==> config.mk <==
export PLATFORM = sky130hd
export DESIGN_NAME = midi_note_tracker
export DESIGN_NICKNAME = d
export VERILOG_FILES = /design/src/rtl/midi_note_tracker.sv
export SDC_FILE = /design/constraint.sdc
export NUM_CORES = 1
export LEC_CHECK = 0
export ABC_AREA = 0
export CORE_MARGIN = 4
export CORE_UTILIZATION = 55
export DETAILED_ROUTE_END_ITERATION = 12
export PLACE_DENSITY = 0.74
export REMOVE_ABC_BUFFERS = 1
export SLEW_MARGIN = 0
export SYNTH_ARGS = -nofsm -noshare
export SYNTH_HDL_FRONTEND = slang
export SYNTH_SLANG_ARGS = --single-unit
==> constraint.sdc <==
create_clock -name clk -period 4.4 [get_ports clk]
set_clock_uncertainty 0.05 [all_clocks]
set_input_delay 0.88 -clock clk [delete_from_list [all_inputs] [get_ports clk]]
set_output_delay 0.88 -clock clk [all_outputs]
set_load 0.05 [all_outputs]
==> src/rtl/midi_note_tracker.sv <==
// MIDI note tracker: last-note-priority stack of held keys
// driving note, velocity, gate and retrigger for a mono voice.
module midi_note_tracker #(
  parameter int         DEPTH   = 8,
  parameter logic [3:0] CHANNEL = 4'd0,
  parameter bit         OMNI    = 1'b0,
  localparam int        CW      = $clog2(DEPTH + 1),
  localparam int        IW      = $clog2(DEPTH)
) (
  input  logic          clk,
  input  logic          rst_n,
  input  logic          i_msg_valid,
  input  logic [23:0]   i_msg,
  output logic          o_busy,
  output logic          o_drop,
  output logic [6:0]    o_note,
  output logic [6:0]    o_velocity,
  output logic          o_gate,
  output logic          o_retrig,
  output logic [CW-1:0] o_count
);

  typedef enum logic [2:0] {
    S_IDLE, S_DECODE, S_SEARCH, S_SHIFT, S_PUSH, S_UPDATE
  } state_t;

  typedef enum logic [1:0] {
    EV_NONE, EV_ON, EV_OFF, EV_ALL
  } ev_t;

  state_t        r_state;
  state_t        w_next;
  state_t        w_miss;
  ev_t           r_ev;
  ev_t           w_dec;
  logic [23:0]   r_msg;
  logic [IW-1:0] r_idx;
  logic [CW-1:0] r_cnt;
  logic [6:0]    r_note [DEPTH];
  logic [6:0]    r_vel  [DEPTH];

  logic [6:0]    r_o_note;
  logic [6:0]    r_o_vel;
  logic          r_o_gate;
  logic          r_o_retrig;
  logic          r_o_drop;
  logic [CW-1:0] r_o_count;

  logic [7:0]    w_status;
  logic [6:0]    w_n;
  logic [6:0]    w_v;
  logic          w_empty;
  logic          w_full;
  logic          w_last;
  logic          w_hit;
  logic [IW-1:0] w_top;
  logic [IW-1:0] w_pos;

  assign w_status = r_msg[23:16];
  assign w_n      = r_msg[14:8];
  assign w_v      = r_msg[6:0];
  assign w_empty  = (r_cnt == '0);
  assign w_full   = (r_cnt == CW'(DEPTH));
  assign w_last   = (CW'(r_idx) == r_cnt - CW'(1));
  assign w_hit    = (r_note[r_idx] == w_n);
  assign w_top    = IW'(r_cnt - CW'(1));
  assign w_pos    = IW'(r_cnt);

  assign o_busy     = (r_state != S_IDLE);
  assign o_drop     = r_o_drop;
  assign o_note     = r_o_note;
  assign o_velocity = r_o_vel;
  assign o_gate     = r_o_gate;
  assign o_retrig   = r_o_retrig;
  assign o_count    = r_o_count;

  // Classify the latched message into a tracker event
  always_comb begin
    w_dec = EV_NONE;
    if (OMNI || w_status[3:0] == CHANNEL) begin
      unique case (1'b1)
        (w_status[7:4] == 4'h9 && w_v != '0):
          w_dec = EV_ON;
        (w_status[7:4] == 4'h8),
        (w_status[7:4] == 4'h9 && w_v == '0):
          w_dec = EV_OFF;
        (w_status[7:4] == 4'hB && w_n == 7'h7B):
          w_dec = EV_ALL;
        default:
          w_dec = EV_NONE;
      endcase
    end
  end

  // Next-state logic; w_miss is where a failed search goes
  always_comb begin
    w_next = r_state;
    w_miss = S_UPDATE;
    if (r_ev == EV_ON) begin
      w_miss = w_full ? S_SHIFT : S_PUSH;
    end
    case (r_state)
      S_IDLE:
        if (i_msg_valid) w_next = S_DECODE;
      S_DECODE:
        unique case (w_dec)
          EV_NONE: w_next = S_IDLE;
          EV_ALL:  w_next = S_UPDATE;
          default: w_next = S_SEARCH;
        endcase
      S_SEARCH:
        if (w_empty)     w_next = w_miss;
        else if (w_hit)  w_next = S_SHIFT;
        else if (w_last) w_next = w_miss;
      S_SHIFT:
        if (w_last) begin
          w_next = (r_ev == EV_ON) ? S_PUSH : S_UPDATE;
        end
      S_PUSH:
        w_next = S_UPDATE;
      S_UPDATE:
        w_next = S_IDLE;
      default:
        w_next = S_IDLE;
    endcase
  end

  // State register
  always_ff @(posedge clk or negedge rst_n) begin
    if (!rst_n) r_state <= S_IDLE;
    else        r_state <= w_next;
  end

  // Control datapath: message latch, index, count and outputs
  always_ff @(posedge clk or negedge rst_n) begin
    if (!rst_n) begin
      r_msg      <= '0;
      r_ev       <= EV_NONE;
      r_idx      <= '0;
      r_cnt      <= '0;
      r_o_note   <= '0;
      r_o_vel    <= '0;
      r_o_gate   <= 1'b0;
      r_o_retrig <= 1'b0;
      r_o_drop   <= 1'b0;
      r_o_count  <= '0;
    end else begin
      r_o_retrig <= 1'b0;
      r_o_drop   <= i_msg_valid && (r_state != S_IDLE);
      case (r_state)
        S_IDLE:
          if (i_msg_valid) r_msg <= i_msg;
        S_DECODE: begin
          r_ev  <= w_dec;
          r_idx <= '0;
          if (w_dec == EV_ALL) r_cnt <= '0;
        end
        S_SEARCH:
          if (w_empty)     r_idx <= '0;
          else if (w_hit)  r_idx <= r_idx;
          else if (w_last) r_idx <= '0;
          else             r_idx <= r_idx + IW'(1);
        S_SHIFT:
          if (w_last) r_cnt <= r_cnt - CW'(1);
          else        r_idx <= r_idx + IW'(1);
        S_PUSH:
          r_cnt <= r_cnt + CW'(1);
        S_UPDATE: begin
          r_o_count <= r_cnt;
          r_o_gate  <= !w_empty;
          if (!w_empty) begin
            r_o_note <= r_note[w_top];
            r_o_vel  <= r_vel[w_top];
          end
          r_o_retrig <= (r_ev == EV_ON) ||
                        (r_o_gate && !w_empty &&
                         r_note[w_top] != r_o_note);
        end
        default: ;
      endcase
    end
  end

  // Key stack storage; contents are don't-care after reset
  always_ff @(posedge clk) begin
    if (r_state == S_SHIFT && !w_last) begin
      r_note[r_idx] <= r_note[r_idx + IW'(1)];
      r_vel[r_idx]  <= r_vel[r_idx + IW'(1)];
    end else if (r_state == S_PUSH) begin
      r_note[w_pos] <= w_n;
      r_vel[w_pos]  <= w_v;
    end
  end

endmodule

==> results.yml, run 1 <==
route:
  first_iter_violations: 604
  avgRoutedWirePerCell_um: 24.21
  vias: 5308
  first_pass_iters: 5
  vias_per_cell: 6.545
  routed_wl_mm: 19.64
  route.antenna.remaining_nets: 0
  remaining_drc_errors: 0
critical_path:
  crit_arrival_ns: 3.52
  crit_type: "flop to flop"
  cpMostUsedCell: "buf_4"
  cpPeakStageDelay_ns: 0.47
  path_max_fanout: 16
  cpMaxStageDelayCell: "dfrtp_1"
  cp.required_ns: 4.48
  cp-end-kind: "flop"
  reg2reg_depth: 11
  worstSetupStartpointType: "flop"
  crit_chain: "inv_1, ha_1, xor2_2, buf_4, nand2b_1, a221o_1, nand3_1, nor2_1, a22oi_1, nor2b_1, buf_4"
global_routing:
  gr-total-overflow: 0
  globalRouteMet3Util: 0.04847
  grt_pass1_vias: 5546
  grt_start_max_net_pins: 41
  antenna_found_initial: 0
  busiest_layer: "met2"
  grt_pass1_wl_mm: 31.28
  use_met2: 0.3771
  use_met1: 0.3131
  grt_usage: 0.2352
floorplanning:
  placeableCoreArea_sq_um: 15150
  num_io_pins: 49
  fp.dieH_um: 132.0
  rows: 45
  die-area_sq_um: 17420
  die_x_um: 132.0
  initial_core_util: 0.5581
place:
  gp_congestion: 0.8633
  placed_area_sq_um: 9159
  dp_slack_ns: 1.032
  io_buffers: 46
  place_hpwl_mm: 12.78
clock_network:
  cts.hold.buffers_added: 0
  cts.repair.resized: 0
  cts-root-buf: "clkbuf_16"
  clock_sinks: 167
  cts_tree: "yes"
  insertion_delay_ns: 0.43
  cts_buffer_depth: 2
  cts_made_buffers: 17
  clkTransAtPathRegs_ns: 0.07
  cts_max_level: 4
  postCtsSetupBuffers: 0
cells_and_area:
  fillerInstances: 1071
  design_area_sq_um: 9739
  final_nets: 643
  n_antenna_cell: 0
  drive_gt1_frac: 0.2616
  area_growth_pct: 15.22
logic_synthesis:
  avgSynthCellArea_sq_um: 15.15
  async_flop_share: 0.3293
  ys_warn_count: 0
  synth_edf_count: 112
  synth_ff_type: "edfxtp_1"
  ys_seq_area_frac: 0.5607
  synth.cell_area_sq_um: 8453
  ys_seq_elements: 167
  synth_cell_types: 58
  synth_cells: 558
sta:
  hold_viol: 0
  setup_viol: 0
  fin_crit_sh: 0.7815
  period_needed_ns: 3.439
  fmax_ghz: 0.2908
  rsz0062_at_grt: "no"
  max_slew_margin: 0.2996
  tightest_slew_ns: 1.051
  finalMaxSlewViolations: 0
  layout_setup_ws_ns: 0.9614
min_path:
  holdPathStages: 2
  hp-class: "flop to flop"
pwr:
  p_leak_uw: 0.003323
  total_power_uw: 6524
  peakVddDrop_mv: 0.4487
  p_per_area_nw_per_um2: 669.8
status:
  status: "completed"
run:
  maxCapViolCount: 0
[critical path: cells and delay by family (launching register included)]
family,cells,cell delay [ns]
AND/OR/NAND/NOR,4,0.91
flip-flops,1,0.47
XOR/XNOR,1,0.14
buffers and inverters,3,0.81
adder cells (fa/ha/maj),1,0.27
AO/OA/AOI/OAI,2,0.48
[report_power, final]
part           switching (uW)  internal, uW  leakage, uW
Combinational            1520          1210      0.00135
Sequential                283          2080      0.00169
Clock                     682           757     0.000282
Total                    2480          4040      0.00332
[cell usage after synthesis, drive strengths merged (3+ instances only)]
master	instances	area, sq um
nand2	27	101.4
nand2b	4	25.02
a31oi	4	25.02
a21oi	22	113.9
nor2b	9	56.30
mux4	68	1539
nand4	3	18.77
nor4	4	31.28
nand3	10	50.05
dfrtp	55	1376
a22oi	3	22.52
mux2	27	304.0
clkbuf	16	60.06
xor2	6	60.06
nor2	33	123.9
buf	21	122.6
edfxtp	112	3363
inv	8	30.03
xnor2	10	95.10
nor3	5	25.02
o21ai	32	160.2
mux2i	42	420.4
and3	3	23.77
ha	6	75.07
[cell usage in the layout (no fill, tap or decap), drive strengths merged, types with 10 or more instances in the layout]
cell,count
nor2,33
edfxtp,112
buf,25
mux4,68
o21ai,32
clkbuf,17
nand2,27
clkdlybuf4s50,45
a21oi,22
nand3,10
mux2i,42
mux2,27
inv,18
dfrtp,55
xnor2,10
[state kept, by name, summed over array words and instances (netlist names)]
signal / count
o_note: 7
r_state: 3
r_idx: 3
r_msg: 22
o_drop: 1
o_velocity: 7
o_retrig: 1
r_vel: 56
r_cnt: 4
r_ev: 2
o_count: 4
o_gate: 1
r_note: 56
[metal layers]
metal,vias up,share of wire
met4,0,0.029
met1,2738,0.42
li1,2317,-
met5,-,0
met2,210,0.49
met3,43,0.063
[metrics by stage]
step           instances    util  hold WS [ns]  TNS [ns]
2_1_floorplan        521       -        0.4215    -12.83
3_3_place_gp         779  0.6047        0.4190         0
3_5_place_dp         779  0.6047        0.4195         0
4_1_cts              811  0.6430        0.4340         0
5_1_grt              811  0.6430        0.4550         0
6_report             811  0.6430        0.4342         0
[cell type report]
type	instances	area (sq um)	share of cell area
Clock buffer	17	425.4	0.04368
Clock inverter	15	155.1	0.01593
Inverter	8	30.03	0.003083
Multi-Input combinational cell	346	3516	0.3610
Sequential cell	167	4742	0.4869
Tap cell	188	235.2	0.02415
Timing Repair Buffer	70	635.6	0.06526
[final timing paths]
path,startpoint,to,slack [ns]
setup / recovery,r_cnt[1],r_vel[2][4],0.96
hold / removal,o_count[0],o_count[0],0.43
setup reg to reg,r_cnt[1],r_vel[2][4],0.96
hold reg to reg,o_count[0],o_count[0],0.43
max in group asynchronous,rst_n,r_msg[4],2.96
min in group asynchronous,rst_n,o_gate,0.53
[kinds of logic after synthesis]
group / share of synthesized area
buf+inv: 0.02516
compound gates: 0.05758
mux: 0.2678
xor+xnor: 0.01836
fa+ha+maj: 0.008881
flops: 0.5607
simple gates: 0.06157
Note: power is estimated with default switching activity, not from simulation.
==> run 2, diff against run 1 <==
==> constraint.sdc (replaced) <==
create_clock -name clk -period 3.5 [get_ports clk]
set_clock_uncertainty 0.05 [all_clocks]
set_input_delay 0.7 -clock clk [delete_from_list [all_inputs] [get_ports clk]]
set_output_delay 0.7 -clock clk [all_outputs]
set_load 0.05 [all_outputs]
==> run 2 against run 1 <==
Compared with the run above: setup slack worse by 0.55 ns; highest routed layer unchanged; sequential cell count stayed put; wire length is 0.93% lower; register-to-register slack worse by 0.55 ns; first-iteration DRC count decreased by 3.3%; sequential power increased by 26%; clock-buffer cell count unchanged; via count about the same.
==> results.yml, run 2 (synthesis results as in run 1) <==
floorplanning:
  rows: 45
  placeableCoreArea_sq_um: 15150
  num_io_pins: 49
  initial_core_util: 0.5581
  fp.dieH_um: 132.0
  die-area_sq_um: 17420
  die_x_um: 132.0
sta:
  tightest_slew_ns: 1.078
  max_slew_margin: 0.2813
  setup_viol: 0
  layout_setup_ws_ns: 0.4115
  rsz0062_at_grt: "no"
  period_needed_ns: 3.088
  finalMaxSlewViolations: 0
  fmax_ghz: 0.3238
  setup-tns-final_ns: 0
  fin_crit_sh: 0.8824
  hold_viol: 0
cells_and_area:
  layout_commonest_cell: "edfxtp_1"
  final_util: 0.6493
  final_nets: 651
  register_area_sq_um: 4742
  fillerInstances: 1086
  drive_gt1_frac: 0.2726
  final_cell_mix: "112 x edfxtp_1, 66 x mux4_2, 53 x dfrtp_1, 45 x clkdlybuf4s50_1, 42 x mux2i_1"
  design_area_sq_um: 9834
  layoutNonFillerInstCount: 819
  top_regs: "r_note x56, r_vel x56, r_msg x22"
  multiInputGateArea_sq_um: 3516
  area_growth_pct: 16.34
  n_antenna_cell: 0
route:
  routed_wl_mm: 19.45
  first_pass_iters: 5
  vias_per_cell: 6.484
  remaining_drc_errors: 0
  avgRoutedWirePerCell_um: 23.75
  first_iter_violations: 584
  vias: 5310
  route.antenna.remaining_nets: 0
critical_path:
  crit_arrival_ns: 3.33
  crit_start: "r_cnt[1]"
  crit_chain: "inv_1, ha_1, buf_4, mux4_2, mux2i_1, xnor2_1, nor4_1, nand4_1, nand3_1, o21ai_0"
  crit_type: "flop to flop"
  reg2reg_depth: 10
  cpPeakStageDelay_ns: 0.49
  path_max_fanout: 16
  cpMaxStageDelayCell: "ha_1"
  regToRegSetupSlack_ns: 0.41
  cp.required_ns: 3.75
  cp-end-kind: "flop"
  r2r_start: "r_cnt[1]"
  worstSetupStartpointType: "flop"
global_routing:
  grt_start_max_net_pins: 45
  gr-total-overflow: 0
  grt_pass1_wl_mm: 31.30
  antenna_found_initial: 0
  grt_usage: 0.2366
  grt_pass1_vias: 5429
clock_network:
  clkTransAtPathRegs_ns: 0.07
  cts_made_buffers: 17
  cts_max_level: 4
  cts.repair.resized: 0
  clock_sinks: 167
  insertion_delay_ns: 0.43
  postCtsSetupBuffers: 0
  cts-root-buf: "clkbuf_16"
  cts_buffer_depth: 2
  cts.hold.buffers_added: 0
  cts_tree: "yes"
place:
  io_buffers: 46
  gp_congestion: 0.9414
  placed_area_sq_um: 9231
  dp_slack_ns: 0.4603
  placed_cells: 787
  place_hpwl_mm: 12.97
run:
  maxCapViolCount: 0
status:
  status: "completed"
pwr:
  p_per_area_nw_per_um2: 844.5
  peakVddDrop_mv: 0.6280
  p_leak_uw: 0.003381
min_path:
  hp-class: "primary input to asynchronous set/reset pin"
## run 2: cell count changes in the layout (fill, tap and decap cells not counted)
cell | previous run | this run
clkinv_8 | 3 | 2
clkinv_2 | 0 | 1
inv_8 | 3 | 6
inv_6 | 7 | 3
clkinv_4 | 0 | 1
buf_4 | 24 | 31
bufinv_16 | 0 | 1
buf_12 | 0 | 1
clkinv_1 | 1 | 0
## run 2: metal layers
metal | vias up | routed length (um) | part of all wire | GRT usage
li1 | 2319 | - | - | -
met1 | 2662 | 7776 | 0.40 | 0.3197
met2 | 299 | 9635 | 0.50 | 0.3865
met3 | 30 | 1612 | 0.083 | 0.05115
met4 | 0 | 430 | 0.022 | 0.07993
met5 | - | 0 | 0 | 0
## run 2: worst paths after layout
kind,endpoint
worst max-delay path,o_retrig
worst min-delay path,o_velocity[6]
worst max register to register,o_retrig
worst min register to register,o_count[0]
max in group asynchronous,r_msg[6]
min in group clk,o_count[0]
## run 2: power breakdown
| part | internal (uW) | switching (uW) |
|---|---|---|
| Sequential | 2610 | 352 |
| Clock | 1030 | 856 |
| Combinational | 1540 | 1910 |
## run 2: per-stage QoR
step                      hold WS, ns  total power, uW
after global placement         0.4168             6373
after CTS                      0.4437             8346
after global routing           0.4662             8756
final                          0.4072             8305
after detailed placement       0.4295             6466
after floorplan                0.3544             5408
## run 2: cell type report
class,count,area share
timing repair buffer,78,0.07201
tap,188,0.02392
clock buffer,17,0.04326
multi-input combinational,346,0.3575
clock inverter,15,0.01807
sequential,167,0.4822
inverter,8,0.003053
## run 2: critical path: cells and delay by family, from the launching register on
family | cells | cell delay, ns
compound gates | 1 | 0.07
mux | 2 | 0.57
simple gates | 3 | 0.69
flops | 1 | 0.48
fa+ha+maj | 1 | 0.49
xor+xnor | 1 | 0.09
buf+inv | 2 | 0.51
==> run 3, diff against run 2 <==
--- a/config.mk
+++ b/config.mk
@@ -7,9 +7,8 @@
 export LEC_CHECK = 0
 export ABC_AREA = 0
 export CORE_MARGIN = 4
-export CORE_UTILIZATION = 55
+export CORE_UTILIZATION = 34
 export DETAILED_ROUTE_END_ITERATION = 12
-export PLACE_DENSITY = 0.74
 export REMOVE_ABC_BUFFERS = 1
 export SLEW_MARGIN = 0
 export SYNTH_ARGS = -nofsm -noshare
==> run 3 against run 2 <==
Compared with the run above: core utilization decreased by 24 points; global-route usage fell by 8.9 points; critical path depth shrank 1; clock-buffer cell count is the same; sequential share of layout area down 0.59 points; via count is 2.7% lower; register-to-register slack got worse by 0.02 ns; cell count grew 16%; first-iteration DRC count decreased by 34%; wire length rose by 4.3%; setup slack worse by 0.025 ns; non-clock buffer count shrank 6; critical path type unchanged; critical endpoint is now r_note[3][2].
==> results.yml, run 3 (synthesis results as in run 1) <==
status:
  status: "completed"
clock_network:
  insertion_delay_ns: 0.44
  cts.hold.buffers_added: 0
  cts_tree: "yes"
  cts_buffer_depth: 2
  cts-root-buf: "clkbuf_16"
  clkTransAtPathRegs_ns: 0.07
  clock_sinks: 167
  cts.repair.resized: 0
  postCtsSetupBuffers: 0
  cts_made_buffers: 17
  cts_max_level: 4
sta:
  rsz0062_at_grt: "no"
  max_slew_margin: 0.2914
  holdWs_ns: 0.4123
  fin_crit_sh: 0.8896
  tightest_slew_ns: 1.063
  fmax_ghz: 0.3212
  hold_viol: 0
  period_needed_ns: 3.113
  setup_viol: 0
  finalMaxSlewViolations: 0
route:
  routed_wl_mm: 20.29
  first_pass_iters: 5
  vias_per_cell: 5.444
  remaining_drc_errors: 0
  first_iter_violations: 383
  route.antenna.remaining_nets: 0
  vias: 5166
  avgRoutedWirePerCell_um: 21.38
global_routing:
  antenna_found_initial: 0
  grt_pass1_vias: 5367
  globalRouteMet3Util: 0.02598
  gr-total-overflow: 0
  use_met1: 0.1936
  busiest_layer: "met2"
  grt_pass1_wl_mm: 31.48
  grt_usage: 0.1477
  grt_start_max_net_pins: 43
  use_met2: 0.2525
cells_and_area:
  top_regs: "r_note x56, r_vel x56, r_msg x22"
  area_growth_pct: 17.79
  layout_commonest_cell: "edfxtp_1"
  final_nets: 645
  register_area_sq_um: 4742
  n_antenna_cell: 0
  final_cell_mix: "112 x edfxtp_1, 66 x mux4_2, 53 x dfrtp_1, 45 x clkdlybuf4s50_1, 42 x mux2i_1"
  drive_gt1_frac: 0.2656
  multiInputGateArea_sq_um: 3516
  fillerInstances: 2219
place:
  place_hpwl_mm: 13.32
  io_buffers: 46
  gp_congestion: 0.8165
critical_path:
  crit_arrival_ns: 3.16
  cp-end-kind: "flop"
  cp.required_ns: 3.55
  regToRegSetupSlack_ns: 0.39
  worstSetupStartpointType: "flop"
  crit_type: "flop to flop"
  path_max_fanout: 14
floorplanning:
  die-area_sq_um: 27450
  fp.dieH_um: 165.7
  die_x_um: 165.7
  placeableCoreArea_sq_um: 24390
  rows: 57
  num_io_pins: 49
  initial_core_util: 0.3466
pwr:
  peakVddDrop_mv: 0.3863
  p_leak_uw: 0.003344
  total_power_uw: 8302
  p_per_area_nw_per_um2: 833.8
min_path:
  hp-class: "primary input to asynchronous set/reset pin"
run:
  maxCapViolCount: 0
-- run 3: worst paths after layout --
| kind | from | endpoint | cells past startpoint |
|---|---|---|---|
| worst min-delay path | rst_n | r_cnt[1] | 1 |
| worst max register to register | r_cnt[1] | r_note[3][2] | 9 |
| worst min register to register | o_count[0] | o_count[0] | 2 |
| worst max-delay path | r_cnt[1] | r_note[3][2] | 9 |
| max in group asynchronous | rst_n | r_ev[1] | 2 |
| min in group clk | o_count[0] | o_count[0] | 2 |
-- run 3: final cells by class --
type / instances / area share
Inverter: 8 / 0.003016
Clock inverter: 15 / 0.01759
Timing Repair Buffer: 72 / 0.06660
Tap cell: 324 / 0.04071
Clock buffer: 17 / 0.04272
Sequential cell: 167 / 0.4763
Multi-Input combinational cell: 346 / 0.3531
-- run 3: power breakdown --
part	leakage, uW	internal, uW	switching, uW	total [uW]
Combinational	0.00136	1560	1930	3490
Clock	0.000291	967	884	1850
Sequential	0.00169	2610	342	2960
Total	0.00334	5140	3160	8300
-- run 3: stage by stage --
| stage | area, sq um | std cells | worst slack (ns) | util | setup TNS, ns |
|---|---|---|---|---|---|
| 2_1_floorplan | 8270 | 521 | -1.054 | - | -172.14 |
| 3_3_place_gp | 9356 | 917 | 0.4916 | 0.3836 | 0 |
| 3_5_place_dp | 9356 | 917 | 0.4183 | 0.3836 | 0 |
| 4_1_cts | 9957 | 949 | 0.3963 | 0.4082 | 0 |
| 5_1_grt | 9957 | 949 | 0.1742 | 0.4082 | 0 |
| 6_report | 9957 | 949 | 0.3865 | 0.4082 | 0 |
-- run 3: critical path: stages (launching register included) --
cell and delay (ns):
dfrtp_1 0.50, inv_1 0.18, ha_1 0.70, xnor2_1 0.19, a221o_1 0.15, nand3_1 0.21
nor2_1 0.21, a22oi_1 0.11, nor2_1 0.14, buf_4 0.32
-- run 3: routing by layer --
layer | part of all wire | wire length, um
met4 | 0.017 | 337
met1 | 0.42 | 8608
met3 | 0.043 | 872
met2 | 0.52 | 10470
met5 | 0 | 0
